[src/rtl/pdm_mic_capture.sv]
// PDM microphone front end: mic clock generation, ones-count decimation to PCM
// and a first-word-fall-through sample FIFO, with optional PDM-to-amp loopback.
module pdm_mic_capture #(
  parameter int MCLK_HALF  = 25,
  parameter int DECIM      = 64,
  parameter int PCM_W      = 8,
  parameter int FIFO_DEPTH = 16,
  parameter bit CHANNEL    = 1'b0
) (
  input  logic                          clk,
  input  logic                          reset,
  input  logic                          en,
  input  logic                          loop_en,
  input  logic                          micData,
  output logic                          mclk,
  output logic                          micLRSel,
  output logic                          ampPWM,
  output logic                          ampSD,
  input  logic                          rd,
  output logic [PCM_W-1:0]              dout,
  output logic                          empty,
  output logic                          full,
  output logic [$clog2(FIFO_DEPTH):0]   count,
  input  logic                          clr_ovf,
  output logic                          overflow
);

  localparam int DIV_W = (MCLK_HALF > 1) ? $clog2(MCLK_HALF) : 1;
  localparam int BC_W  = $clog2(DECIM);
  localparam int AW    = $clog2(FIFO_DEPTH);
  localparam int CW    = AW + 1;

  typedef enum logic {IDLE, ACC} dec_state_e;

  // Mic clock divider
  logic [DIV_W-1:0] div_q;
  logic             mclk_q;
  logic             div_tc;
  logic             stb;

  assign div_tc = (div_q == DIV_W'(MCLK_HALF - 1));
  assign stb    = en && div_tc && mclk_q;

  always_ff @(posedge clk) begin
    if (reset || !en) begin
      div_q  <= '0;
      mclk_q <= 1'b0;
    end else if (div_tc) begin
      div_q  <= '0;
      mclk_q <= ~mclk_q;
    end else begin
      div_q  <= div_q + 1'b1;
    end
  end

  // Boxcar decimator: the final bit is folded in on its strobe, so acc restarts without a gap
  dec_state_e       state_q;
  logic             pdm_bit_q;
  logic [BC_W-1:0]  bitcnt_q;
  logic [PCM_W-1:0] acc_q;
  logic [PCM_W-1:0] sample_q;
  logic             wr_q;
  logic [PCM_W-1:0] acc_sum;
  logic             last_bit;

  assign acc_sum  = acc_q + {{(PCM_W-1){1'b0}}, micData};
  assign last_bit = (bitcnt_q == BC_W'(DECIM - 1));

  always_ff @(posedge clk) begin
    if (reset) begin
      state_q   <= IDLE;
      pdm_bit_q <= 1'b0;
      bitcnt_q  <= '0;
      acc_q     <= '0;
      sample_q  <= '0;
      wr_q      <= 1'b0;
    end else begin
      wr_q <= 1'b0;
      if (stb) pdm_bit_q <= micData;
      if (!en) begin
        state_q  <= IDLE;
        bitcnt_q <= '0;
        acc_q    <= '0;
      end else begin
        state_q <= ACC;
        if (state_q == ACC && stb) begin
          if (last_bit) begin
            sample_q <= acc_sum;
            wr_q     <= 1'b1;
            acc_q    <= '0;
            bitcnt_q <= '0;
          end else begin
            acc_q    <= acc_sum;
            bitcnt_q <= bitcnt_q + 1'b1;
          end
        end
      end
    end
  end

  // Amplifier loopback
  logic amp_sd_q;
  logic amp_pwm_q;

  always_ff @(posedge clk) begin
    if (reset) begin
      amp_sd_q  <= 1'b0;
      amp_pwm_q <= 1'b0;
    end else begin
      amp_sd_q  <= loop_en;
      amp_pwm_q <= loop_en & (stb ? micData : pdm_bit_q);
    end
  end

  // Sample FIFO; dout is a register tracking the head so it stays defined after reset
  logic [PCM_W-1:0] mem_q [FIFO_DEPTH];
  logic [AW-1:0]    rd_ptr_q, wr_ptr_q, rd_nxt;
  logic [CW-1:0]    count_q, count_d;
  logic             full_q, empty_q, ovf_q, ovf_d;
  logic [PCM_W-1:0] dout_q, dout_d;
  logic             do_rd, do_wr, drop;

  always_comb begin
    do_rd   = rd && !empty_q;
    do_wr   = wr_q && (!full_q || do_rd);
    drop    = wr_q && full_q && !do_rd;
    rd_nxt  = rd_ptr_q + 1'b1;
    count_d = count_q + CW'(do_wr) - CW'(do_rd);
    ovf_d   = drop ? 1'b1 : (clr_ovf ? 1'b0 : ovf_q);
    dout_d  = dout_q;
    if (do_rd) begin
      if (count_q > CW'(1))  dout_d = mem_q[rd_nxt];
      else if (do_wr)        dout_d = sample_q;
    end else if (do_wr && empty_q) begin
      dout_d = sample_q;
    end
  end

  always_ff @(posedge clk) begin
    if (do_wr) mem_q[wr_ptr_q] <= sample_q;
  end

  always_ff @(posedge clk) begin
    if (reset) begin
      rd_ptr_q <= '0;
      wr_ptr_q <= '0;
      count_q  <= '0;
      full_q   <= 1'b0;
      empty_q  <= 1'b1;
      ovf_q    <= 1'b0;
      dout_q   <= '0;
    end else begin
      if (do_rd) rd_ptr_q <= rd_nxt;
      if (do_wr) wr_ptr_q <= wr_ptr_q + 1'b1;
      count_q <= count_d;
      full_q  <= (count_d == CW'(FIFO_DEPTH));
      empty_q <= (count_d == '0);
      ovf_q   <= ovf_d;
      dout_q  <= dout_d;
    end
  end

  assign mclk     = mclk_q;
  assign micLRSel = CHANNEL;
  assign ampPWM   = amp_pwm_q;
  assign ampSD    = amp_sd_q;
  assign dout     = dout_q;
  assign empty    = empty_q;
  assign full     = full_q;
  assign count    = count_q;
  assign overflow = ovf_q;

endmodule

[config.mk]
export PLATFORM = sky130hd
export DESIGN_NAME = pdm_mic_capture
export DESIGN_NICKNAME = d
export VERILOG_FILES = /design/src/rtl/pdm_mic_capture.sv
export SDC_FILE = /design/constraint.sdc
export NUM_CORES = 1
export LEC_CHECK = 0
export BUFFER_PORTS_ARGS = -buffer_cell sky130_fd_sc_hd__buf_4
export CAP_MARGIN = 10
export CORE_UTILIZATION = 50
export CTS_BUF_LIST = sky130_fd_sc_hd__clkbuf_4 sky130_fd_sc_hd__clkbuf_8 sky130_fd_sc_hd__clkbuf_16
export DETAILED_ROUTE_END_ITERATION = 12
export MAX_ROUTING_LAYER = met4
export PLACE_DENSITY_LB_ADDON = 0.2
export SLEW_MARGIN = 0
export SYNTH_ARGS = -nofsm -noshare
export SYNTH_HDL_FRONTEND = slang
export SYNTH_SLANG_ARGS = --single-unit
[constraint.sdc]
create_clock -name clk -period 3.3 [get_ports clk]
set_input_delay 0.66 -clock clk [delete_from_list [all_inputs] [get_ports clk]]
set_output_delay 0.66 -clock clk [all_outputs]
set_load 0.1 [all_outputs]
After elaboration in Yosys (flattened, before gate mapping)

Memories as Yosys holds them, arrays and structs flattened.
Index checks and enable logic that the tools add are counted.

Order comparisons: 1
Div/mod/pow operators: 0
Add/subtract/negate cells: 7
Shifts and indexed selects: 0
Mux-type cells: 13
Bitwise operators: 4
Multiply operators: 0
Eq/ne operators: 4
Reductions and logical operators: 22

Operators by type and width:

| cell                                                                    | count |
|---|---|
| 8-bit two-way mux                                                       | 5 |
| 5-bit == test, second input constant                                    | 2 |
| 4-bit by 1-bit adder with 4-bit output, second input constant           | 2 |
| 8-bit by 1-bit adder with 8-bit output                                  | 1 |
| 1-bit logical AND                                                       | 8 |
| 1-bit two-way mux                                                       | 7 |
| 6-bit by 1-bit adder with 6-bit output, second input constant           | 1 |
| 6-bit == test, second input constant                                    | 1 |
| 6-bit two-way mux                                                       | 1 |
| 5-bit by 1-bit adder with 5-bit output                                  | 1 |
| 5-bit by 1-bit adder with 5-bit output, second input constant           | 1 |
| 5-bit by 1-bit > comparator with 1-bit output, second input constant    | 1 |
| 5-bit zero test                                                         | 1 |
| 5-bit by 1-bit subtractor with 5-bit output                             | 1 |
| 1-bit zero test                                                         | 4 |
| 2-bit nonzero test                                                      | 2 |
| 2-bit OR reduction                                                      | 2 |
| 3-bit by 1-bit inequality test with 1-bit output, second input constant | 1 |
| 1-bit NOT                                                               | 3 |
| 3-bit AND reduction                                                     | 1 |
| 3-bit OR reduction                                                      | 1 |
| 1-bit logical OR                                                        | 2 |
| 2-bit AND reduction                                                     | 1 |
| 1-bit bitwise AND                                                       | 1 |

ROM bits: 0
Latch bits: 0
Bits in registers: 57
Logic and storage cells: 69
Output and inout bits: 20
Memories: 1
Bits in writable memories: 128

Memory list:

| memory | depth | width | read ports | clocked after Yosys merged registers in | write ports | line | text |
|---|---|---|---|---|---|---|---|
| mem_q  | 16    | 8     | 1          | 0                                       | 1           | 116  | `logic [PCM_W-1:0] mem_q [FIFO_DEPTH];` |

Logic depth before layout (Yosys ltp)

Gate-level depths: netlist of run 1.

Word-level depth: 7
Depth in mapped cells: 12
Depth with buffers taken out: 11

Least setup slack after synthesis of run 1

Ideal clock, no wire load.

Path kind: reg2reg
Start: reg empty_q, in the netlist empty
End: reg empty_q, in the netlist empty
Cell stages (with the launch flop): 12
Setup time: 0.116 ns
Setup slack: 0.150 ns
Arrival: 3.033 ns
Buffers on the path: 1
Cells stage by stage: dfxtp_1 nand2b_1 clkbuf_1 inv_1 ha_1 inv_1 ha_1 fa_1 a21oi_1 o21bai_1 xor2_1 a41o_1

Word-level cells in the longest chain between the ends: 7

Ends and longest elaborated chain:

| what                                          | line | text |
|---|---|---|
| start: declaration                            | 119  | `logic full_q, empty_q, ovf_q, ovf_d;` |
| start signal: assignment                      | 157  | `empty_q <= (count_d == '0);` |
| 1-bit zero test *                             | 124  | `do_rd = rd && !empty_q;` |
| 1-bit logical AND *                           | 124  |  |
| net do_rd                                     | 121  | `logic do_rd, do_wr, drop;` |
| 1-bit logical OR                              | 125  | `do_wr = wr_q && (!full_q \|\| do_rd);` |
| 1-bit logical AND                             | 125  |  |
| 5-bit by 1-bit adder with 5-bit output        | 128  | `count_d = count_q + CW'(do_wr) - CW'(do_rd);` |
| 5-bit by 1-bit subtractor with 5-bit output * | 128  |  |
| 5-bit zero test *                             | 157  |  |

The timed path passes the listed nets; every way through them passes the cells marked *.
A chain may end at the register's enable or synchronous reset.

Final worst setup path of run 1

Start: reg rd_ptr_q[1]
End: reg dout_q[3], in the netlist dout[3]

Word-level cells in the longest chain between the ends: 4

Ends and longest elaborated chain:

| what                                   | line | text |
|---|---|---|
| start: declaration                     | 117  | `logic [AW-1:0] rd_ptr_q, wr_ptr_q, rd_nxt;` |
| start signal: assignment               | 153  | `if (do_rd) rd_ptr_q <= rd_nxt;` |
| 4-bit by 1-bit adder with 4-bit output | 127  | `rd_nxt = rd_ptr_q + 1'b1;` |
| net rd_nxt[1]                          | 117  |  |
| memory read 16 x 8 bit                 | n/a  |  |
| 8-bit two-way mux                      | 132  | `if (count_q > CW'(1)) dout_d = mem_q[rd_nxt];` |
| 8-bit two-way mux                      | 131  | `if (do_rd) begin` |
| end signal: assignment                 | 159  | `dout_q <= dout_d;` |
| end: declaration                       | 120  | `logic [PCM_W-1:0] dout_q, dout_d;` |

The timed path passes the listed nets, and every way through them passes these cells.

==> impl_metrics.yaml, run 1 <==
status:
  status: "finished, violations left"
  violations: "DRC"
sta:
  fin_skew_ns: 0.00604
  fin_setup_tns_ns: 0
  hold_viol: 0
  rsz0062_at_grt: "false"
  final-setup-viol-count: 0
  slew_headroom_pct: 43.3
  fin_hold_ws_ns: 0.443
  fmax_ghz: 0.382
  finalCriticalPeriod_ns: 2.62
  tightestPinTransition_ns: 0.851
  fin_crit_sh_pct: 79.2
  drv_slew: 0
route:
  drtAntennaViolNets: 0
  dr.pass1.iters: 9
  drc_errors: 4
  wire_per_inst_um: 18.4
  via_per_inst: 5.66
  met1_length_um: 6810
  wl_um: 15100
  vias: 4658
  drtIter0Drc: 448
  wl_met2_um: 7200
  top_layer_used: "met4"
  wl_met3_um: 826
placement:
  dp_hpwl_um: 10100
  io_buffer_count: 25
  routabilityCongestion: 0.804
  placed_cells: 792
clock_tree:
  cts.hold.buffers_added: 0
  root_buffer: "clkbuf_16"
  clk-insertion-delay-late_ns: 0.43
  cts_sinks: 185
  numCtsBuffers: 17
  clkTransAtPathRegs_ns: 0.06
  post_cts_resized: 0
  cts_max_path_buffers: 2
  cts_tree: "yes"
  htree_levels: 4
  post_cts_buffers: 0
run:
  max-cap-violations: 0
power:
  combPwrFrac_pct: 20.9
  power.share.clock_pct: 33.1
  p_int_w: 0.00389
  ir_worst_vdd_mv: 0.766
  power_w: 0.00556
  swShare_pct: 30.1
  p_leak_nw: 3.27
  p_seq_share_pct: 46.0
  p_sw_w: 0.00167
  powerDensity_nw_per_um2: 645
yosys:
  syn_inst: 586
  yosys-top-cells-count: "128 x edfxtp_1, 80 x nand2_1, 57 x dfxtp_1"
  synth_cell_type_count: 51
  ys_warn_count: 0
  syn_area_um2: 7610
  synth_area_leaders: "edfxtp_1 51%, dfxtp_1 15%, mux4_2 5.6%, nand2_1 3.9%, ha_1 3.1%"
  synth.ff_latch_count: 185
  yosysMostFrequentCell: "edfxtp_1"
  yosysTopAreaCellShare_pct: 50.5
  ys_seq_area_share_pct: 65.5
  ys.flop_type: "edfxtp_1"
  avgSynthCellArea_um2: 13.0
  synth-edff-count: 128
  syn_nets: 613
  synthArstFlopShare_pct: 0
  yosysTopAreaCell: "edfxtp_1"
worst_setup_path:
  rr_worst_depth: 6
  worst-path-max-fanout: 14
  cp.arrival_ns: 2.91
  worstSetupPathDepth: 6
  crit_path_cell_trace: "ha_1, buf_4, nor2b_1, nand3_1, a41oi_1, nor4_1"
  worst-setup-path-type: "reg2reg"
  cp-end-kind: "flop"
  critPathBufInv: 1
  crit_family: "adder cells"
  cp_slowest_stage_delay_ns: 0.84
  crit_slowest_cell: "ha_1"
  start_kind: "flop"
  required_ns: 3.60
die:
  ios: 27
  rows: 44
  core_area_um2: 14700
  start_util_pct: 51.8
  dieArea_um2: 15700
  chipHeight_um: 125
  die_x_um: 125
layout:
  layout.nets: 654
  antennaDiodeCount: 0
  utilization_pct: 58.7
  drive_gt1_share_pct: 17.4
  fillers: 1191
  finalNonFillerCells: 823
  syn_to_final_growth_pct: 13.3
grt:
  antenna_found_initial: 0
  grt_pass1_wl_um: 24200
  grt_max_degree: 37
  overflow: 0
  grt_pass1_vias: 4502
  grt_usage_pct: 21.3
hold_path:
  hold_depth: 2
  holdCritPathClass: "in2reg"
==> path summary, 6_finish.rpt <==
check                            startpoint       end  slack (ns)
worst max-delay path            rd_ptr_q[1]   dout[3]        0.68
worst min-delay path                loop_en    ampPWM        0.44
worst max register to register  rd_ptr_q[1]   dout[3]        0.68
worst min register to register     acc_q[0]  acc_q[0]        0.46
==> registers in the layout (all words and copies together), names as in the netlist, 4 cells and up <==
signal	count
wr_ptr_q	4
bitcnt_q	6
mem_q	128
rd_ptr_q	4
dout	8
sample_q	8
count	5
acc_q	8
div_q	5
==> stage by stage <==
step / worst slack [ns] / cell area (um^2)
6_report: 0.685 / 8620
5_1_grt: 0.480 / 8620
3_5_place_dp: 0.415 / 8090
3_3_place_gp: 0.476 / 8090
4_1_cts: 0.593 / 8620
2_1_floorplan: 0.150 / 7610
==> cell families (layout without fill, tap and decap cells) <==
group | count (synthesis) | after routing | synth area share (%)
AND/OR/NAND/NOR | 222 | 222 | 13.7
flip-flops | 185 | 185 | 65.5
AO/OA/AOI/OAI | 68 | 68 | 5.94
buffers and inverters | 45 | 98 | 2.65
XOR/XNOR | 24 | 24 | 2.86
multiplexers | 21 | 21 | 5.89
adder cells (fa/ha/maj) | 20 | 20 | 3.39
other | 1 | 1 | 0.0493
==> area by class of cell <==
cell class | count | area (um^2) | share of cell area [%]
clock buffer | 20 | 448 | 5.19
clock inverter | 11 | 82.6 | 0.958
inverter | 18 | 67.6 | 0.784
multi-input combinational | 356 | 2440 | 28.3
sequential | 185 | 4980 | 57.8
tap | 184 | 230 | 2.67
timing repair buffer | 49 | 368 | 4.27
==> power groups by stage <==
stage | combinational, W | sequential [W] | clock [W]
5_1_grt | 0.00124 | 0.00257 | 0.00196
2_1_floorplan | 0.000520 | 0.00299 | 0
4_1_cts | 0.00117 | 0.00256 | 0.00187
3_5_place_dp | 0.00116 | 0.00261 | 0
6_report | 0.00116 | 0.00256 | 0.00184
3_3_place_gp | 0.00115 | 0.00261 | 0
==> worst register-to-register path, stage by stage, from the launching register on <==
cell and delay (ns):
dfxtp_1 0.32, ha_1 0.84, buf_4 0.29, nor2b_1 0.48, nand3_1 0.14, a41oi_1 0.34, nor4_1 0.08
==> placed cells by master, fill, tap and decap left out, drive strengths merged, types with 2 or more instances in the layout <==
| master | count |
|---|---|
| and2b | 2 |
| nand3b | 2 |
| nor4 | 8 |
| mux4 | 19 |
| xnor2 | 10 |
| a41oi | 7 |
| inv | 18 |
| mux2i | 2 |
| nor2 | 47 |
| a21oi | 25 |
| clkinv | 9 |
| and3 | 3 |
| nand2 | 80 |
| nor3 | 12 |
| xor2 | 14 |
| nor2b | 11 |
| nand3 | 39 |
| nand2b | 4 |
| a22oi | 3 |
| a211oi | 11 |
| nand4 | 4 |
| o21ai | 8 |
| buf | 49 |
| ha | 19 |
| and2 | 2 |
| a31o | 7 |
| edfxtp | 128 |
| dfxtp | 57 |
| clkbuf | 20 |
| a21o | 2 |
==> layer usage <==
metal,vias up,track usage (%)
met3,26,4.62
met5,-,-
li1,2218,-
met2,113,32.4
met1,2301,28.4
met4,0,7.75
(Power assumes the default switching activity.)
==> run 2: changes to the inputs <==
--- a/config.mk
+++ b/config.mk
@@ -5,6 +5,7 @@
 export SDC_FILE = /design/constraint.sdc
 export NUM_CORES = 1
 export LEC_CHECK = 0
+export ABC_AREA = 1
 export BUFFER_PORTS_ARGS = -buffer_cell sky130_fd_sc_hd__buf_4
 export CAP_MARGIN = 10
 export CORE_UTILIZATION = 50
==> constraint.sdc (replaced) <==
create_clock -name clk -period 2.5 [get_ports clk]
set_input_delay 0.5 -clock clk [delete_from_list [all_inputs] [get_ports clk]]
set_output_delay 0.5 -clock clk [all_outputs]
set_load 0.1 [all_outputs]
==> run 2 against run 1 <==
The run now ends clean. Area after synthesis up 6.5%. Synthesized cell count grew 46%. Setup slack worse by 0.44 ns.
==> impl_metrics.yaml, run 2 <==
status:
  status: "finished clean"
yosys:
  ys.flop_type: "edfxtp_1"
  avgSynthCellArea_um2: 9.47
  synth_area_leaders: "edfxtp_1 47%, dfxtp_1 14%, nand2_1 12%, nand3_1 6.8%, inv_1 5.3%"
  ys_seq_area_share_pct: 61.5
  yosysTopAreaCellShare_pct: 47.4
  ys_warn_count: 0
  synth.ff_latch_count: 185
  syn_area_um2: 8100
  yosysMostFrequentCell: "nand2_1"
  synth_cell_type_count: 32
  syn_nets: 883
  synthArstFlopShare_pct: 0
  yosysTopAreaCell: "edfxtp_1"
  yosys-top-cells-count: "253 x nand2_1, 128 x edfxtp_1, 115 x inv_1"
  syn_inst: 856
  synth-edff-count: 128
layout:
  drive_gt1_share_pct: 11.8
  syn_to_final_growth_pct: 15.3
  largest_reg_flops: 128
  layout.nets: 934
  antennaDiodeCount: 0
  top_register: "mem_q"
  final_cell_mix: "253 x nand2_1, 128 x edfxtp_1, 115 x inv_1"
  final_area_um2: 9340
  final_common_cell: "nand2_1"
sta:
  fin_skew_ns: 0.00921
  rsz0062_at_grt: "false"
  fin_crit_sh_pct: 90.3
  drv_slew: 0
  fin_setup_tns_ns: 0
  tightestPinTransition_ns: 0.647
  final-setup-viol-count: 0
  fmax_ghz: 0.443
  fin_ws_ns: 0.242
  hold_viol: 0
  finalCriticalPeriod_ns: 2.26
  slew_headroom_pct: 56.7
grt:
  grt_pass1_vias: 5552
  grt_pass1_wl_um: 28600
  grt_usage_pct: 24.1
  overflow: 0
  antenna_found_initial: 0
  grt_max_degree: 57
route:
  vias: 5787
  wl_um: 18200
  dr.pass1.iters: 7
  drtAntennaViolNets: 0
  drtIter0Drc: 432
  wire_per_inst_um: 16.0
  via_per_inst: 5.09
  drc_errors: 0
clock_tree:
  cts.hold.buffers_added: 0
  root_buffer: "clkbuf_16"
  numCtsBuffers: 17
  cts_max_path_buffers: 2
  cts_sinks: 185
  clkTransAtPathRegs_ns: 0.07
  clk-insertion-delay-late_ns: 0.43
  cts_tree: "yes"
  htree_levels: 4
  post_cts_buffers: 0
  post_cts_resized: 0
worst_setup_path:
  worst-setup-path-type: "reg2reg"
  crit_slowest_cell: "fa_1"
  required_ns: 2.85
  r2r_start: "empty"
  worst-path-max-fanout: 4
  rr_worst_depth: 13
  cp_slowest_stage_delay_ns: 0.40
  rr_endpoint: "empty"
  r2r_slack_ns: 0.24
  cp-end-kind: "flop"
  cp.arrival_ns: 2.61
  crit_path_cell_trace: "inv_1, nand2_2, nand2_1, nand2_2, ha_1, inv_1, ha_1, fa_1, a21oi_1, o21bai_1, xor2_1, nor2_1, a21oi_1"
  start_kind: "flop"
power:
  ir_worst_vdd_mv: 0.490
  powerDensity_nw_per_um2: 895
  p_leak_nw: 3.89
  power_w: 0.00836
hold_path:
  holdCritPathClass: "in2reg"
  hold_path_end: "ampSD"
  hp-start: "loop_en"
  hold_depth: 3
placement:
  io_buffer_count: 25
  post-place-ws_ns: 0.0815
  routabilityCongestion: 0.849
  placed_cell_area_um2: 8700
  dp_hpwl_um: 12300
die:
  ios: 27
  core_area_um2: 15800
  chipHeight_um: 129
  die_x_um: 129
  dieArea_um2: 16700
  start_util_pct: 51.2
  rows: 46
run:
  max-cap-violations: 0
-- run 2: layout make-up --
type                    instances  area [um^2]
flip-flops and latches        185         4990
clock inverters                 9          104
repair buffers                 63          485
well taps                     216          270
clock buffers                  23          536
inverters                     116          435
multi-input cells             524         2520
fillers                      1351         6490
-- run 2: worst max-delay path: cells and delay by family (launching register included) --
kind                     cells  cell delay [ns]
buffers and inverters        2             0.12
AND/OR/NAND/NOR              4             0.28
flip-flops                   1             0.34
adder cells (fa/ha/maj)      3             0.87
AO/OA/AOI/OAI                3             0.40
XOR/XNOR                     1             0.17
-- run 2: cells by family (layout without fill, tap and decap cells) --
| family | Yosys count | count (layout) | share of synthesized area [%] |
|---|---|---|---|
| AO/OA/AOI/OAI | 61 | 61 | 3.89 |
| flip-flops | 185 | 185 | 61.5 |
| adder cells (fa/ha/maj) | 20 | 20 | 3.18 |
| other | 1 | 1 | 0.0463 |
| buffers and inverters | 147 | 211 | 7.40 |
| AND/OR/NAND/NOR | 426 | 426 | 22.0 |
| XOR/XNOR | 16 | 16 | 2.01 |
-- run 2: through the flow --
stage	hold slack [ns]	util (%)	cells
final	0.289	59.0	1136
after global routing	0.296	59.0	1136
after CTS	0.274	59.0	1136
after detailed placement	0.459	55.0	1104
after global placement	0.447	55.0	1104
after floorplan	0.430	-	856
-- run 2: report_power, final --
part           leakage (nW)  switching (W)  total [W]  internal (W)
Combinational          1.62        0.00155    0.00212      0.000567
Clock                 0.319        0.00112    0.00284       0.00172
Sequential             1.95      0.0000783    0.00340       0.00333
-- run 2: routing by layer --
layer / global-route usage (%) / wire length [um]
met1: 28.7 / 7670
met2: 39.1 / 9230
met3: 4.91 / 775
met4: 11.9 / 515
met5: - / 0
-- run 2: worst max-delay path by stage --
stage / cells past startpoint / startpoint / endpoint
2_1_floorplan: 12 / empty / empty
3_3_place_gp: 13 / rd / empty
3_5_place_dp: 13 / rd / empty
4_1_cts: 13 / empty / empty
5_1_grt: 13 / empty / empty
6_report: 13 / empty / empty
